$ cat config.mk
export PLATFORM = sky130hd
export DESIGN_NAME = mem_ctrl
export DESIGN_NICKNAME = d
export VERILOG_FILES = /design/src/rtl/mem_ctrl_pkg.sv /design/src/rtl/mem_ctrl.sv
export SDC_FILE = /design/constraint.sdc
export NUM_CORES = 1
export LEC_CHECK = 0
export BUFFER_PORTS_ARGS = -buffer_cell sky130_fd_sc_hd__buf_2
export CAP_MARGIN = 25
export CORE_MARGIN = 3
export CORE_UTILIZATION = 50
export CTS_CLUSTER_SIZE = 20
export DETAILED_ROUTE_END_ITERATION = 12
export GPL_ROUTABILITY_DRIVEN = 1
export HOLD_SLACK_MARGIN = 0.02
export PLACE_DENSITY_LB_ADDON = 0.1
export SYNTH_ARGS = -nofsm -noshare
export SYNTH_HDL_FRONTEND = slang
export SYNTH_SLANG_ARGS = --single-unit
$ cat constraint.sdc
create_clock -name clk -period 3.6 [get_ports clk]
set_input_delay 0.36 -clock clk [delete_from_list [all_inputs] [get_ports clk]]
set_output_delay 0.36 -clock clk [all_outputs]
set_load 0.005 [all_outputs]
$ cat src/rtl/mem_ctrl_pkg.sv
// Shared definitions for the memory controller: FSM states, access size codes,
// the default I/O address prefix and the buffered load/store request record.
package mem_ctrl_pkg;

  typedef logic [31:0] data_t;

  localparam logic [1:0] IO_PREFIX_DEFAULT = 2'b11;

  localparam logic [2:0] SIZE_BYTE = 3'd1;
  localparam logic [2:0] SIZE_HALF = 3'd2;
  localparam logic [2:0] SIZE_WORD = 3'd4;

  typedef enum logic [1:0] {
    ST_IDLE  = 2'd0,
    ST_FETCH = 2'd1,
    ST_LOAD  = 2'd2,
    ST_STORE = 2'd3
  } state_e;

  typedef struct packed {
    logic       wr;
    data_t      addr;
    logic [2:0] size;
    data_t      data;
  } lsb_req_t;

  // Unsupported size codes fall back to a full word.
  function automatic logic [2:0] size_bytes(input logic [2:0] size);
    case (size)
      SIZE_BYTE: size_bytes = SIZE_BYTE;
      SIZE_HALF: size_bytes = SIZE_HALF;
      default:   size_bytes = SIZE_WORD;
    endcase
  endfunction

  function automatic logic [7:0] byte_of(input data_t word, input logic [1:0] idx);
    byte_of = word[{idx, 3'b000} +: 8];
  endfunction

endpackage

$ cat src/rtl/mem_ctrl.sv
// Byte-serial memory controller arbitrating instruction fetch and load/store
// traffic onto a one-cycle-latency RAM port, with I/O back-pressure and flush.
module mem_ctrl
  import mem_ctrl_pkg::*;
#(
  parameter logic [1:0] IO_PREFIX = IO_PREFIX_DEFAULT
) (
  input  logic        clk,
  input  logic        rst_n,
  input  logic        rdy,
  input  logic [7:0]  mem_din,
  output logic [7:0]  mem_dout,
  output logic [31:0] mem_a,
  output logic        mem_wr,
  input  logic        io_buffer_full,
  input  logic        in_fetch_flag,
  input  logic [31:0] in_fetch_pc,
  output logic        out_fetch_flag,
  output logic [31:0] out_fetch_inst,
  input  logic        in_lsb_flag,
  input  logic        in_lsb_wr,
  input  logic [31:0] in_lsb_addr,
  input  logic [2:0]  in_lsb_size,
  input  logic [31:0] in_lsb_data,
  output logic        out_lsb_flag,
  output logic [31:0] out_lsb_data,
  input  logic        in_rob_xbp
);

  state_e     state_q, state_d;
  logic [2:0] cnt_q, cnt_d;
  logic [2:0] len_q, len_d;
  data_t      base_q, base_d;
  data_t      wdata_q, wdata_d;
  logic       io_q, io_d;
  data_t      rd_buf_q, rd_buf_d;

  logic       pend_fetch_v_q, pend_fetch_v_d;
  data_t      pend_fetch_pc_q, pend_fetch_pc_d;
  logic       pend_lsb_v_q, pend_lsb_v_d;
  lsb_req_t   pend_lsb_q, pend_lsb_d;

  logic [31:0] mem_a_q, mem_a_d;
  logic [7:0]  mem_dout_q, mem_dout_d;
  logic        mem_wr_q, mem_wr_d;
  logic        out_fetch_flag_q, out_fetch_flag_d;
  data_t       out_fetch_inst_q, out_fetch_inst_d;
  logic        out_lsb_flag_q, out_lsb_flag_d;
  data_t       out_lsb_data_q, out_lsb_data_d;

  logic [2:0] cnt_inc;
  logic [1:0] cap_idx;
  logic       free;

  always_comb begin
    state_d          = state_q;
    cnt_d            = cnt_q;
    len_d            = len_q;
    base_d           = base_q;
    wdata_d          = wdata_q;
    io_d             = io_q;
    rd_buf_d         = rd_buf_q;
    pend_fetch_v_d   = pend_fetch_v_q;
    pend_fetch_pc_d  = pend_fetch_pc_q;
    pend_lsb_v_d     = pend_lsb_v_q;
    pend_lsb_d       = pend_lsb_q;
    mem_a_d          = mem_a_q;
    mem_dout_d       = mem_dout_q;
    mem_wr_d         = 1'b0;
    out_fetch_flag_d = out_fetch_flag_q;
    out_fetch_inst_d = out_fetch_inst_q;
    out_lsb_flag_d   = out_lsb_flag_q;
    out_lsb_data_d   = out_lsb_data_q;
    cnt_inc          = cnt_q + 3'd1;
    cap_idx          = cnt_q[1:0] - 2'd1;
    free             = 1'b0;

    if (rdy) begin
      out_fetch_flag_d = 1'b0;
      out_lsb_flag_d   = 1'b0;

      // A flush kills speculative reads but never a store.
      if (in_rob_xbp) begin
        pend_fetch_v_d = 1'b0;
        if (!pend_lsb_q.wr) pend_lsb_v_d = 1'b0;
      end
      if (in_fetch_flag && !in_rob_xbp) begin
        pend_fetch_v_d  = 1'b1;
        pend_fetch_pc_d = in_fetch_pc;
      end
      if (in_lsb_flag && (in_lsb_wr || !in_rob_xbp)) begin
        pend_lsb_v_d = 1'b1;
        pend_lsb_d   = '{wr: in_lsb_wr, addr: in_lsb_addr, size: in_lsb_size, data: in_lsb_data};
      end

      case (state_q)
        ST_IDLE: free = !in_rob_xbp;

        ST_FETCH, ST_LOAD: begin
          if (in_rob_xbp) begin
            state_d = ST_IDLE;
          end else begin
            // RAM answers one cycle after the address, so byte k lands two edges later.
            if (cnt_q != 3'd0) rd_buf_d[{cap_idx, 3'b000} +: 8] = mem_din;
            if (cnt_q == len_q) begin
              state_d = ST_IDLE;
              free    = 1'b1;
              if (state_q == ST_FETCH) begin
                out_fetch_flag_d = 1'b1;
                out_fetch_inst_d = rd_buf_d;
              end else begin
                out_lsb_flag_d = 1'b1;
                out_lsb_data_d = rd_buf_d;
              end
            end else begin
              cnt_d = cnt_inc;
              if (cnt_inc < len_q) mem_a_d = base_q + {29'd0, cnt_inc};
            end
          end
        end

        ST_STORE: begin
          if (mem_wr_q) begin
            if (cnt_inc == len_q) begin
              state_d        = ST_IDLE;
              out_lsb_flag_d = 1'b1;
              free           = !in_rob_xbp;
            end else begin
              cnt_d      = cnt_inc;
              mem_a_d    = base_q + {29'd0, cnt_inc};
              mem_dout_d = byte_of(wdata_q, cnt_inc[1:0]);
              // I/O sinks get an idle cycle between bytes.
              mem_wr_d   = !io_q;
            end
          end else begin
            mem_wr_d = !io_q || !io_buffer_full;
          end
        end

        default: state_d = ST_IDLE;
      endcase

      if (free) begin
        if (pend_lsb_v_d) begin
          pend_lsb_v_d = 1'b0;
          len_d        = size_bytes(pend_lsb_d.size);
          base_d       = pend_lsb_d.addr;
          mem_a_d      = pend_lsb_d.addr;
          cnt_d        = 3'd0;
          if (pend_lsb_d.wr) begin
            state_d    = ST_STORE;
            wdata_d    = pend_lsb_d.data;
            mem_dout_d = pend_lsb_d.data[7:0];
            io_d       = (pend_lsb_d.addr[17:16] == IO_PREFIX);
            mem_wr_d   = !io_d || !io_buffer_full;
          end else begin
            state_d  = ST_LOAD;
            io_d     = 1'b0;
            rd_buf_d = '0;
          end
        end else if (pend_fetch_v_d) begin
          pend_fetch_v_d = 1'b0;
          state_d        = ST_FETCH;
          len_d          = SIZE_WORD;
          base_d         = pend_fetch_pc_d;
          mem_a_d        = pend_fetch_pc_d;
          cnt_d          = 3'd0;
          io_d           = 1'b0;
          rd_buf_d       = '0;
        end
      end
    end
  end

  always_ff @(posedge clk or negedge rst_n) begin
    if (!rst_n) begin
      state_q          <= ST_IDLE;
      cnt_q            <= '0;
      len_q            <= '0;
      base_q           <= '0;
      wdata_q          <= '0;
      io_q             <= 1'b0;
      rd_buf_q         <= '0;
      pend_fetch_v_q   <= 1'b0;
      pend_fetch_pc_q  <= '0;
      pend_lsb_v_q     <= 1'b0;
      pend_lsb_q       <= '0;
      mem_a_q          <= '0;
      mem_dout_q       <= '0;
      mem_wr_q         <= 1'b0;
      out_fetch_flag_q <= 1'b0;
      out_fetch_inst_q <= '0;
      out_lsb_flag_q   <= 1'b0;
      out_lsb_data_q   <= '0;
    end else begin
      state_q          <= state_d;
      cnt_q            <= cnt_d;
      len_q            <= len_d;
      base_q           <= base_d;
      wdata_q          <= wdata_d;
      io_q             <= io_d;
      rd_buf_q         <= rd_buf_d;
      pend_fetch_v_q   <= pend_fetch_v_d;
      pend_fetch_pc_q  <= pend_fetch_pc_d;
      pend_lsb_v_q     <= pend_lsb_v_d;
      pend_lsb_q       <= pend_lsb_d;
      mem_a_q          <= mem_a_d;
      mem_dout_q       <= mem_dout_d;
      mem_wr_q         <= mem_wr_d;
      out_fetch_flag_q <= out_fetch_flag_d;
      out_fetch_inst_q <= out_fetch_inst_d;
      out_lsb_flag_q   <= out_lsb_flag_d;
      out_lsb_data_q   <= out_lsb_data_d;
    end
  end

  assign mem_a          = mem_a_q;
  assign mem_dout       = mem_dout_q;
  assign mem_wr         = mem_wr_q;
  assign out_fetch_flag = out_fetch_flag_q;
  assign out_fetch_inst = out_fetch_inst_q;
  assign out_lsb_flag   = out_lsb_flag_q;
  assign out_lsb_data   = out_lsb_data_q;

endmodule

==> key figures, run 1 <==
Synthesis
  – Sequential-to-total area share from yosys stat: 52.0%
  – Synth Flop Type: dfrtp_1
  – Seq cells post-synth: 314
  – Distinct cells, synth: 70
  – Async set-reset flop share out of synthesis: 100%
  – Yosys warns: 0
  – Post-synth EDFFs: 0
  – Cells after synthesis: 1447
  – Synthesized area: 0.0151 sq mm
  – Syn Nets: 1578
  – Mean Syn Cell Area: 10.4 sq um

Detailed routing
  – DR iter-0 viols: 998
  – Drt pass-1 iters: 5
  – Final ANT Viol Nets: 0
  – Drt via density: 5.71
  – Drt drc: 0
  – Metal-1 WL: 18.8 mm
  – Uppermost routed layer: met5
  – Metal3 WL: 2.34 mm
  – DR vias: 11783
  – Routed len/inst: 19.3 um
  – Met2 wire length: 18.0 mm
  – Routed WL: 39.7 mm

Global route
  – Vias in the first global route: 11572
  – Total global routing overflow: 0
  – First-pass GRT wire length: 64.4 mm
  – GRT Util Overall: 24.3%
  – Initial antenna violation count: 2
  – Largest net degree at the start of global routing: 93

Floorplanning
  – Ports: 222
  – Die W: 180 um
  – Die area: 0.0324 sq mm
  – Chip Height: 180 um
  – Core region area: 0.0297 sq mm
  – FP Rows: 63
  – Initial core utilization: 50.9%

Pwr
  – VDD IR max: 368 uV
  – Net Sw Power: 3.93 mW
  – Sw frac: 33.5%
  – Power, Total: 11.7 mW
  – Sequential Power Share: 42.2%
  – Leakage: 8.13 nW
  – Clock share of power: 29.1%
  – Pint: 7.79 mW
  – Combinational share of power: 28.6%
  – Power Density: 662 mW/mm^2

Worst setup path
  – Critical-path cell list: inv_1, ha_1, ha_1, nand3_1, o21ai_2, o21ai_2, nor3_1, a31oi_1, a22o_1
  – Slowest cell delay on critical path: 0.50 ns
  – Slowest-stage cell, CP: nor3_1
  – CP arrival: 3.61 ns
  – Crit Path Class: flip-flop to flip-flop
  – CP Max Fanout: 8
  – WP data required: 3.99 ns
  – Crit path capture type: flip-flop
  – R2r setup slk: 0.38 ns
  – Worst setup SP type: flip-flop

STA
  – Final setup vio count: 0
  – RSZ-0062 raised after global routing: no
  – Slew margin rel.: 39.6%
  – Min Clock Period, post-route: 3.22 ns
  – Max Clk Rate: 311 MHz
  – Worst slew pin tran: 0.906 ns
  – Final TNS setup: 0 ns
  – Worst setup margin: 0.381 ns
  – Final hold vios: 0
  – Number of max-slew violations in the final report: 0
  – Skew final: 0.0139 ns
  – Tcrit/Tclk final: 89.4%

CTS
  – # clock sinks: 314
  – Cts bufs inserted: 35
  – Clk_lat worst skew: 0.51 ns
  – Clk slew on worst S/H paths: 0.06 ns
  – CTS Buffer Depth: 3
  – Root Buffer: clkbuf_16
  – CTS tree: done
  – H-tree levels: 2

Finish
  – Share of layout cells above drive strength 1: 26.1%
  – Antenna Diode Count: 0
  – Layout area overhead: 17.1%
  – Layout Nets: 1779

Run status
  – Status: complete, no violations

Hold path
  – Hold Path Class: primary input to flip-flop

Place
  – Port bufs: 221
  – Hpwl dp: 27.9 mm
  – Routability cong.: 0.886
  – Worst slack after detailed placement: 0.423 ns

Run
  – Max Cap Viol: 0
## worst paths after layout
kind | startpoint | to | cells after the start
max in group asynchronous | rst_n | pend_fetch_pc_q[10]$_DFFE_PN0P_ | 3
hold / removal | in_lsb_size[2] | pend_lsb_q[34]$_DFFE_PN0P_ | 2
setup / recovery | cnt_q[1]$_DFFE_PN0P_ | rd_buf_q[5]$_DFFE_PN0P_ | 9
min in group asynchronous | rst_n | out_lsb_data[19]$_DFFE_PN0P_ | 2
setup reg to reg | cnt_q[1]$_DFFE_PN0P_ | rd_buf_q[5]$_DFFE_PN0P_ | 9
hold reg to reg | out_lsb_data[19]$_DFFE_PN0P_ | out_lsb_data[19]$_DFFE_PN0P_ | 2
## metal layers
layer,vias to the layer above,global-route usage [%]
met5,-,0
met4,4,4.76
met3,50,4.43
met2,323,38.0
met1,5750,35.9
li1,5656,-
## per-stage QoR
stage / hold WS, ns / cell area, sq um / cells / util, %
floorplan: 0.0644 / 15100 / 1447 / -
global placement: 0.432 / 16600 / 2000 / 55.9
detailed placement: 0.441 / 16600 / 2000 / 55.9
CTS: 0.0853 / 17700 / 2062 / 59.6
global route: 0.0943 / 17700 / 2062 / 59.6
finish: 0.0990 / 17700 / 2062 / 59.6
## layout make-up
type / instances / area (sq um)
fillers: 2591 / 12000
flip-flops and latches: 314 / 7860
multi-input cells: 1025 / 6790
repair buffers: 252 / 1400
clock buffers: 57 / 1070
well taps: 390 / 488
inverters: 20 / 75.1
clock inverters: 4 / 20.0
## cells in the final DEF (no fill, tap or decap), drive strengths merged, types with 15 or more instances in the layout
master / synthesis / layout
a21oi: 81 / 81
a22o: 40 / 40
a22oi: 35 / 35
a31oi: 38 / 38
buf: 45 / 251
clkbuf: 43 / 57
dfrtp: 314 / 314
ha: 15 / 15
inv: 20 / 20
mux2: 80 / 80
mux2i: 63 / 63
nand2: 200 / 200
nand3: 25 / 25
nor2: 134 / 134
o21ai: 117 / 117
o22ai: 26 / 26
o2bb2ai: 18 / 18
xnor2: 18 / 18
xor2: 17 / 17
## power groups by stage
stage | combinational, mW | sequential (mW) | clock [mW]
global route | 3.75 | 5.05 | 3.64
global placement | 3.30 | 4.98 | 0
detailed placement | 3.35 | 5.00 | 0
finish | 3.36 | 4.95 | 3.41
floorplan | 2.36 | 4.82 | 0
CTS | 3.38 | 4.94 | 3.48
## cells by family (layout without fill, tap and decap cells)
family | Yosys count | in the layout | share of synthesized area [%]
buffers and inverters | 108 | 333 | 3.33
flip-flops | 314 | 314 | 52.0
adder cells (fa/ha/maj) | 16 | 16 | 1.37
XOR/XNOR | 35 | 35 | 2.03
AO/OA/AOI/OAI | 405 | 405 | 17.7
multiplexers | 151 | 151 | 11.3
AND/OR/NAND/NOR | 418 | 418 | 12.2
## state kept, by name, indices dropped and copies added, names as in the netlist, 3 cells and up
name / flops
cnt_q: 3
out_lsb_data: 32
mem_a: 32
base_q: 32
mem_dout: 8
out_fetch_inst: 32
pend_lsb_q: 68
pend_fetch_pc_q: 32
len_q: 3
wdata_q: 32
rd_buf_q: 32
## timing repair
action / 4_1_cts / 5_1_grt
endpoints found under the hold margin: 88 / 0
gates resized for setup: 0 / 0
hold buffers: 1 / 0
setup buffers: 0 / 0
## critical path, delay by kind of cell, from the launching register on
kind                       cells  cell delay (ns)
buffers and inverters          1             0.12
adders and majority gates      2             0.73
and+or+nand+nor                2             0.65
DFF                            1             0.48
AOI/OAI and AO/OA              4             1.10
## cell usage after synthesis, types with 8 or more instances
cell,n,area (sq um)
xor2_1,17,149
nand4_1,11,68.8
mux2_2,80,901
o21ai_1,22,110
mux4_2,8,180
o221ai_1,9,78.8
nand3_1,24,120
inv_1,19,71.3
nand2_1,198,743
o21ai_0,78,390
xnor2_1,18,158
ha_1,15,188
mux2i_1,63,631
a21oi_1,79,395
o21ai_2,16,140
buf_1,9,33.8
a22o_1,40,350
a31oi_1,37,231
o2bb2ai_1,18,158
dfrtp_1,314,7860
nor2_1,131,492
o22ai_1,26,163
a22oi_1,35,263
buf_2,25,125
clkbuf_1,43,161
Note: power is estimated with default switching activity, not from simulation.
==> run 2: changes to the inputs <==
Settings changed: CORE_ASPECT_RATIO set to 1.75, CTS_BUF_LIST set to sky130_fd_sc_hd__clkbuf_8.
==> run 2 against run 1 <==
- setup slack worse by 0.14 ns
- critical path depth unchanged
- flip-flop and latch count did not move
- clock skew grew 0.0081 ns
==> key figures, run 2 (synthesis results as in run 1) <==
Worst setup path
  – Worst setup SP type: flip-flop
  – CP arrival: 3.84 ns
  – Slowest cell delay on critical path: 0.52 ns
  – Crit path capture type: flip-flop
  – WP data required: 4.07 ns
  – Crit Path Class: flip-flop to flip-flop
  – CP Max Fanout: 7
  – Critical-path cell list: inv_1, ha_1, fa_1, a21oi_1, or3_1, nor4_1, xnor2_1, nor2_1, o32a_2
  – Slowest-stage cell, CP: a21oi_1

Floorplanning
  – Initial core utilization: 51.1%
  – Core region area: 0.0296 sq mm
  – Die area: 0.0324 sq mm
  – Ports: 222
  – FP Rows: 83
  – Die W: 137 um
  – Chip Height: 236 um

STA
  – Min Clock Period, post-route: 3.36 ns
  – Skew final: 0.0220 ns
  – Tcrit/Tclk final: 93.4%
  – RSZ-0062 raised after global routing: no
  – Worst setup margin: 0.238 ns
  – Final hold vios: 0
  – Number of max-slew violations in the final report: 0
  – Final setup vio count: 0
  – WHS: 0.0548 ns
  – Max Clk Rate: 297 MHz
  – Slew margin rel.: 31.9%
  – Final TNS setup: 0 ns
  – Worst slew pin tran: 1.02 ns

Place
  – Worst slack after detailed placement: 0.322 ns
  – Placed instance count: 1997
  – Hpwl dp: 31.1 mm
  – Routability cong.: 0.925
  – Area after DPL: 0.0166 sq mm
  – Port bufs: 221

Detailed routing
  – Drt drc: 0
  – Routed WL: 43.3 mm
  – Routed len/inst: 20.3 um
  – DR vias: 12173
  – Drt via density: 5.72
  – DR iter-0 viols: 744
  – Final ANT Viol Nets: 0
  – Drt pass-1 iters: 5

Global route
  – Vias in the first global route: 12289
  – Initial antenna violation count: 1
  – Largest net degree at the start of global routing: 92
  – GRT Util Overall: 26.9%
  – Total global routing overflow: 0
  – First-pass GRT wire length: 67.9 mm

Pwr
  – Leakage: 8.37 nW
  – Power Density: 630 mW/mm^2
  – VDD IR max: 439 uV

Finish
  – Most frequent cells in the layout: 314 x dfrtp_1, 219 x buf_2, 196 x nand2_1, 131 x nor2_1, 80 x mux2_2
  – Layout Nets: 1846
  – Largest register FFs: 68
  – Commonest non-fill, non-tap cell in the layout: dfrtp_1
  – Share of layout cells above drive strength 1: 26.4%
  – Biggest register: pend_lsb_q
  – Finished Cell Area: 0.0181 sq mm
  – Layout area overhead: 19.6%
  – Antenna Diode Count: 0
  – Final std cells w/o fill: 2130

CTS
  – H-tree levels: 2
  – Root Buffer: clkbuf_8
  – CTS tree: done
  – Post-CTS Resized: 0
  – Cts bufs inserted: 46
  – # clock sinks: 314
  – Clk slew on worst S/H paths: 0.07 ns
  – CTS Buffer Depth: 3
  – Clk_lat worst skew: 0.59 ns

Hold path
  – Hold Path Class: primary input to flip-flop

Run
  – Max Cap Viol: 0

Run status
  – Status: complete, no violations
## run 2: changes by cell type in the layout (fill, tap and decap cells not counted)
cell / delta
inv_1: +13
inv_6: +2
clkbuf_16: -37
buf_4: +5
clkinv_2: +5
dlygate4sd3_1: +51
bufinv_16: +2
clkbuf_8: +48
clkbuf_1: -13
## run 2: worst paths after layout
path	start	endpoint	slack (ns)	cells after the start
max	cnt_q[1]$_DFFE_PN0P_	mem_a[30]$_DFFE_PN0P_	0.24	9
min	in_fetch_pc[13]	pend_fetch_pc_q[13]$_DFFE_PN0P_	0.05	2
max reg2reg	cnt_q[1]$_DFFE_PN0P_	mem_a[30]$_DFFE_PN0P_	0.24	9
min reg2reg	out_lsb_data[12]$_DFFE_PN0P_	out_lsb_data[12]$_DFFE_PN0P_	0.47	2
max in group asynchronous	rst_n	pend_lsb_q[31]$_DFFE_PN0P_	2.26	3
min in group asynchronous	rst_n	out_fetch_inst[15]$_DFFE_PN0P_	0.37	2
## run 2: stage by stage
step	util, %	power (mW)
2_1_floorplan	-	7.18
3_3_place_gp	56.2	8.39
3_5_place_dp	56.2	8.47
4_1_cts	61.1	11.5
5_1_grt	61.1	12.1
6_report	61.1	11.4
## run 2: area by class of cell
type,instances,area (sq um)
clock inverters,26,171
multi-input cells,1025,6790
clock buffers,55,757
flip-flops and latches,314,7860
inverters,20,75.1
fillers,2561,11500
repair buffers,308,1950
well taps,382,478
## run 2: worst max-delay path: cells and delay by family (launching register included)
family                   cells  cell delay [ns]
AO/OA/AOI/OAI                2             0.84
XOR/XNOR                     1             0.29
buffers and inverters        1             0.13
AND/OR/NAND/NOR              3             0.60
adder cells (fa/ha/maj)      2             0.89
flip-flops                   1             0.51
## run 2: routing by layer
layer | wire length, um | up-vias | track usage, %
li1 | - | 5775 | -
met1 | 16200 | 5941 | 31.4
met2 | 23400 | 364 | 48.4
met3 | 2000 | 91 | 3.82
met4 | 1740 | 2 | 11.1
met5 | 11 | - | 0
## run 2: report_power, final
| group | total (mW) | switching [mW] | internal (mW) |
|---|---|---|---|
| Combinational | 3.49 | 1.98 | 1.51 |
| Sequential | 4.97 | 0.652 | 4.32 |
| Clock | 2.93 | 1.39 | 1.54 |
## run 2: what timing repair did
item | in CTS | in global routing
hold buffers | 52 | 0
endpoints found under the hold margin | 161 | 0
buffers inserted | 0 | 0
